==> config.mk <==
export PLATFORM = sky130hd
export DESIGN_NAME = freq_meter
export DESIGN_NICKNAME = d
export VERILOG_FILES = /design/src/rtl/freq_meter.sv
export SDC_FILE = /design/constraint.sdc
export NUM_CORES = 1
export LEC_CHECK = 0
export CORE_MARGIN = 10
export CORE_UTILIZATION = 57
export DETAILED_ROUTE_END_ITERATION = 6
export PLACE_DENSITY = 0.8
export SLEW_MARGIN = 40
export SYNTH_ARGS = -nofsm -noshare
export SYNTH_HDL_FRONTEND = slang
export SYNTH_SLANG_ARGS = --single-unit
export TNS_END_PERCENT = 100
==> constraint.sdc <==
create_clock -name CLOCK_50 -period 3.6 [get_ports CLOCK_50]
set_input_delay 0.9 -clock CLOCK_50 [delete_from_list [all_inputs] [get_ports CLOCK_50]]
set_output_delay 0.9 -clock CLOCK_50 [all_outputs]
set_load 0.01 [all_outputs]
==> src/rtl/freq_meter.sv <==
// freq_meter: gated rising-edge counter for an asynchronous input.
// Counts SigIn rising edges over GATE_CYCLES clock cycles, then latches the
// count into Result with a one-cycle Valid pulse; LEDR mirrors Ovf/Result.
// Optional build macro FREQ_METER_SAT_EN: saturating edge counter with a
// sticky overflow flag reported on Ovf. Without it the counter wraps and Ovf=0.
module freq_meter #(
  parameter int unsigned GATE_CYCLES = 50_000_000,
  parameter int unsigned W           = 24
) (
  input  logic         CLOCK_50,
  input  logic         Reset,
  input  logic         SigIn,
  input  logic         Enable,
  output logic [W-1:0] Result,
  output logic         Valid,
  output logic         Ovf,
  output logic [9:0]   LEDR
);

  localparam int unsigned   GW        = (GATE_CYCLES > 1) ? $clog2(GATE_CYCLES) : 1;
  localparam logic [GW-1:0] GATE_LAST = GW'(GATE_CYCLES - 1);

  typedef enum logic [1:0] {
    ST_IDLE,
    ST_MEASURE,
    ST_DONE
  } state_t;

  state_t        state_q;
  logic          sync1_q;
  logic          sync2_q;
  logic          dly_q;
  logic          edge_det;
  logic [GW-1:0] gate_q;
  logic [W-1:0]  edge_cnt_q;
  logic [W-1:0]  edge_cnt_d;
  logic [W-1:0]  result_q;
  logic          valid_q;
  logic [8:0]    res_led;

  // Two-flop synchronizer followed by a delay flop for rising-edge detection
  always_ff @(posedge CLOCK_50 or posedge Reset) begin
    if (Reset) begin
      sync1_q <= 1'b0;
      sync2_q <= 1'b0;
      dly_q   <= 1'b0;
    end else begin
      sync1_q <= SigIn;
      sync2_q <= sync1_q;
      dly_q   <= sync2_q;
    end
  end

  assign edge_det = sync2_q & ~dly_q;

`ifdef FREQ_METER_SAT_EN
  logic ovf_sticky_q;
  logic ovf_sticky_d;
  logic ovf_q;

  // Saturating edge-count increment; any increment attempted at the maximum
  // sets the per-window sticky overflow
  always_comb begin
    edge_cnt_d   = edge_cnt_q;
    ovf_sticky_d = ovf_sticky_q;
    if (edge_det) begin
      if (&edge_cnt_q) begin
        ovf_sticky_d = 1'b1;
      end else begin
        edge_cnt_d = edge_cnt_q + W'(1);
      end
    end
  end

  assign Ovf = ovf_q;
`else
  // Wrapping edge-count increment
  always_comb begin
    edge_cnt_d = edge_cnt_q + W'(edge_det);
  end

  assign Ovf = 1'b0;
`endif

  // Measurement FSM: gate/edge counters and registered Result/Valid/Ovf
  always_ff @(posedge CLOCK_50 or posedge Reset) begin
    if (Reset) begin
      state_q      <= ST_IDLE;
      gate_q       <= '0;
      edge_cnt_q   <= '0;
      result_q     <= '0;
      valid_q      <= 1'b0;
`ifdef FREQ_METER_SAT_EN
      ovf_sticky_q <= 1'b0;
      ovf_q        <= 1'b0;
`endif
    end else begin
      valid_q <= 1'b0;
      case (state_q)
        ST_IDLE: begin
          gate_q       <= '0;
          edge_cnt_q   <= '0;
`ifdef FREQ_METER_SAT_EN
          ovf_sticky_q <= 1'b0;
`endif
          if (Enable) begin
            state_q <= ST_MEASURE;
          end
        end

        ST_MEASURE: begin
          if (!Enable) begin
            state_q      <= ST_IDLE;
            gate_q       <= '0;
            edge_cnt_q   <= '0;
`ifdef FREQ_METER_SAT_EN
            ovf_sticky_q <= 1'b0;
`endif
          end else if (gate_q == GATE_LAST) begin
            // The edge detected in the final gate cycle is folded into Result
            result_q     <= edge_cnt_d;
            valid_q      <= 1'b1;
            gate_q       <= '0;
            edge_cnt_q   <= '0;
`ifdef FREQ_METER_SAT_EN
            ovf_q        <= ovf_sticky_d;
            ovf_sticky_q <= 1'b0;
`endif
            state_q      <= ST_DONE;
          end else begin
            gate_q       <= gate_q + GW'(1);
            edge_cnt_q   <= edge_cnt_d;
`ifdef FREQ_METER_SAT_EN
            ovf_sticky_q <= ovf_sticky_d;
`endif
          end
        end

        ST_DONE: begin
          // Single dead cycle: edges detected here are dropped
          gate_q     <= '0;
          edge_cnt_q <= '0;
          state_q    <= Enable ? ST_MEASURE : ST_IDLE;
        end

        default: begin
          state_q <= ST_IDLE;
        end
      endcase
    end
  end

  assign Result = result_q;
  assign Valid  = valid_q;

  generate
    if (W >= 9) begin : g_led_wide
      assign res_led = Result[8:0];
    end else begin : g_led_narrow
      assign res_led = {{(9 - W){1'b0}}, Result};
    end
  endgenerate

  assign LEDR = {Ovf, res_led};

endmodule
# After elaboration in Yosys (flattened, before gate mapping)
# Index checks and enable logic that the tools add are counted.
[totals]
input_bits = 4
regBits = 80
out_inout_bits = 36
[op_classes]
add_sub_neg = 2
reduce_logical = 5
eq_ne = 5
n_bitwise = 2
muxes = 14
[op_table]
columns = ["op", "count"]
rows = [
  ["two-way mux 26 bit", 2],
  ["one-hot mux 26 bit (2 select lines)", 1],
  ["two-way mux 24 bit", 2],
  ["one-hot mux 24 bit (2 select lines)", 1],
  ["adder 26 x 1 -> 26 bit (second input constant)", 1],
  ["== test 26 bit (second input constant)", 1],
  ["adder 24 x 1 -> 24 bit", 1],
  ["two-way mux 2 bit", 3],
  ["one-hot mux 2 bit (3 select lines)", 1],
  ["two-way mux 1 bit", 4],
  ["inequality test 3 bit (second input constant)", 1],
  ["AND reduction 3 bit", 1],
  ["== test 2 x 1 -> 1 bit (second input constant)", 1],
  ["== test 2 bit (second input constant)", 1],
  ["logical NOT 2 bit", 1],
  ["inequality test 2 bit (second input constant)", 1],
  ["AND reduction 2 bit", 1],
  ["nonzero test 2 bit", 1],
  ["OR reduction 2 bit", 1],
  ["AND 1 bit", 1],
  ["inverter 1 bit", 1],
]

# Longest topological paths before layout
[logic_depth]
depth_word = 6
mapped_depth = 9
mapped_depth_nobuf = 7

# Least setup slack after synthesis
# Ideal clock, no wire load.
[synth_path]
path_kind = "input-to-reg"
start = "input Enable"
end = "register edge_cnt_q[11]"
t_required_ns = 3.518
path_stages = 6
t_arrival_ns = 2.015
n_path_buf = 2
setup_time_ns = 0.082
slack_ns = 1.503
path_cell_list = "nand3b_1 > a41oi_1 > buf_2 > clkbuf_1 > o21ai_0 > a31oi_1"
[synth_via]
elab_chain_cells = 2
[synth_rtl]
columns = ["element", "line_no", "source"]
rows = [
  ["from (decl)", "13", "input logic Enable,"],
  ["two-way mux 24 bit", "112", "if (!Enable) begin"],
  ["one-hot mux 24 bit (2 select lines)", "99", "case (state_q)"],
  ["to (signal assigned)", "132", "edge_cnt_q <= edge_cnt_d;"],
  ["to (decl)", "35", "logic [W-1:0] edge_cnt_q;"],
]
# Every way passes these cells.
# A chain may end at the register's enable or synchronous reset.

# Worst setup path after layout
[layout_path]
start = "input Enable"
end = "register result_q[6] (netlist: Result[6])"
[layout_via]
elab_chain_cells = 1
[layout_rtl]
columns = ["element", "line_no", "source"]
rows = [
  ["AND reduction 3 bit (no line)", "n/a", ""],
  ["to (signal assigned)", "121", "result_q <= edge_cnt_d;"],
  ["to (decl)", "37", "logic [W-1:0] result_q;"],
]
# Every way passes these cells.

==> impl_metrics.yaml <==
yosys:
  ys_seq_elements: 80
  synth_top_family_by_area: "simple AND/OR/NAND/NOR gates"
  synth_edf_count: 0
  synth_top_flop_cell: "dfrtp_1"
  synth-simple-area-share_pct: 21.9
  yosys-mux-area-fraction_pct: 0.781
  ys_warn_count: 0
  synth_cell_type_count: 47
  synthAdderAreaFrac_pct: 0.901
  syn_avg_cell_area_um2: 9.14
  seq_area_frac_synth_pct: 48.0
  async_reset_ff_share_pct: 100
  synth_xor_area_share_pct: 5.05
  synth_compound_area_share_pct: 17.0
  netlist_area_um2: 4170
  synthCells: 456
run_status:
  status: "completed"
power:
  clkPwrFrac_pct: 42.4
  leakagePower_nw: 1.92
  seq_power_share_pct: 52.0
  p_int_mw: 1.35
  powerDensity_nw_per_um2: 372
  combinationalPowerShare_pct: 5.6
  p_sw_share_pct: 24.0
  p_sw_mw: 0.425
  power_mw: 1.77
  ir_worst_vdd_uv: 166
finish:
  final_common_cell: "dfrtp_1"
  n_antenna_cell: 0
  areaGrowthSynthToFinish_pct: 14.3
  nets: 477
  design_area_um2: 4760
  fin_util_pct: 66.4
  drive_above_1_share_pct: 8.21
  stdcell_count: 574
  layout_common_cells: "dfrtp_1, a21oi_1, nand2_1"
timing:
  period_share_pct: 70.4
  relSlewSlack_pct: 45.6
  finalSetupTns_ns: 0
  max_clock_freq_mhz: 395
  holdWs_ns: 0.358
  rsz0062_at_grt: "no"
  hold_violations: 0
  setup_ws_ns: 1.07
  post-route-min-period_ns: 2.53
  clock_skew_ns: 0.0126
  final_max_slew_viol_count: 0
  setup_viol: 0
  worst_pin_slew_ns: 0.816
floorplan:
  dieArea_um2: 11100
  core_um2: 7180
  row_count: 31
  io_pins: 40
  die_h_um: 105
  initial_core_util_pct: 58.1
  dieWidth_um: 105
drt:
  routed_wl_mm: 9.23
  drc: 0
  vias: 3445
  avgRoutedWirePerCell_um: 16.1
  first_pass_iters: 5
  drt-initial-drc-count: 260
  ant_nets: 0
  viasPerCell: 6.00
clock_tree:
  cts_resized: 0
  insertion_delay_ns: 0.37
  cts_max_path_buffers: 2
  cts_hold_buf: 0
  cts_tree: "yes"
  root_buffer: "clkbuf_8"
  post_cts_buffers: 0
  htree_levels: 3
  cts.sinks: 80
  cts-buffers-inserted: 9
  path_clk_slew_ns: 0.08
placed_design:
  place_inst: 558
  gp_congestion: 0.828
  place_hpwl_mm: 6.06
  dpl-instance-area_um2: 4540
  place_ws_ns: 0.669
  numPortBuffers: 37
global_route:
  grt_pass1_wl_mm: 15.6
  grt_usage_pct: 16.6
  grt_pass1_vias: 3238
  grt_max_degree: 52
  antenna_found_initial: 0
  overflow: 0
setup_path:
  critPathKind: "input port to register"
  required_ns: 3.85
  worst_setup_path_start_kind: "input port"
  cp_max_fo: 47
  cp.arrival_ns: 2.79
  end_kind: "register"
job:
  max_cap_violations: 0
worst_hold_path:
  hp-class: "register to register"
[critical path, cell delays in order]
cell	delay, ns
clkdlybuf4s50_1	0.50
nand3b_1	0.23
nor4_2	0.33
buf_4	0.42
mux2_2	0.38
[kinds of logic after synthesis]
kind of cell	count (synthesis)
multiplexers	3
adder cells (fa/ha/maj)	3
other	1
AO/OA/AOI/OAI	121
buffers and inverters	54
flip-flops	80
AND/OR/NAND/NOR	170
XOR/XNOR	24
[routing by layer]
| metal | routed length, µm | vias to the layer above | GRT usage [%] |
|---|---|---|---|
| met5 | 0 | - | 0 |
| met4 | 146 | 0 | 7.45 |
| met3 | 545 | 16 | 3.71 |
| met2 | 4570 | 110 | 27.0 |
| met1 | 3970 | 1669 | 20.8 |
| li1 | - | 1650 | - |
[synth_stat cells (12+ instances only)]
library cell / instances / area (µm²)
a21oi_1: 51 / 255
a31oi_1: 28 / 175
clkbuf_1: 13 / 48.8
dfrtp_1: 80 / 2000
inv_1: 14 / 52.6
nand2_1: 40 / 150
nand3_1: 21 / 105
nand4_1: 12 / 75.1
nor2_1: 33 / 124
o21ai_0: 22 / 110
or3_1: 12 / 75.1
xnor2_1: 20 / 175
[flip-flops by register name, indices dropped and copies added (netlist names)]
register	flops
edge_cnt_q	24
dly_q	1
sync1_q	1
gate_q	26
Valid	1
state_q	2
sync2_q	1
Result	24
[layout make-up]
| cell class | instances | area, µm² |
|---|---|---|
| Fill cell | 544 | 2410 |
| Sequential cell | 80 | 2000 |
| Multi-Input combinational cell | 323 | 1940 |
| Timing Repair Buffer | 42 | 420 |
| Clock buffer | 11 | 141 |
| Tap cell | 99 | 124 |
| Clock inverter | 5 | 80.1 |
| Inverter | 14 | 52.6 |
[power by group through the flow]
stage / logic, mW / registers [mW] / clock network, mW
floorplan: 0.0785 / 0.933 / 0
global placement: 0.0951 / 0.938 / 0
detailed placement: 0.0992 / 0.939 / 0
CTS: 0.0997 / 0.921 / 0.757
global route: 0.113 / 0.923 / 0.794
finish: 0.0993 / 0.921 / 0.751
[path summary, 6_finish.rpt]
path	from	endpoint	slack, ns	depth (start not counted)
max in group asynchronous	Reset	gate_q[5]$_DFFE_PP0P_	1.86	3
max	Enable	Result[6]$_DFFE_PP0P_	1.07	5
min reg2reg	sync1_q$_DFF_PP0_	sync2_q$_DFF_PP0_	0.36	0
min in group asynchronous	Reset	edge_cnt_q[18]$_DFFE_PP0P_	0.93	2
min	sync1_q$_DFF_PP0_	sync2_q$_DFF_PP0_	0.36	0
max reg2reg	sync2_q$_DFF_PP0_	edge_cnt_q[20]$_DFFE_PP0P_	1.15	7
Note: power is estimated with default switching activity, not from simulation.
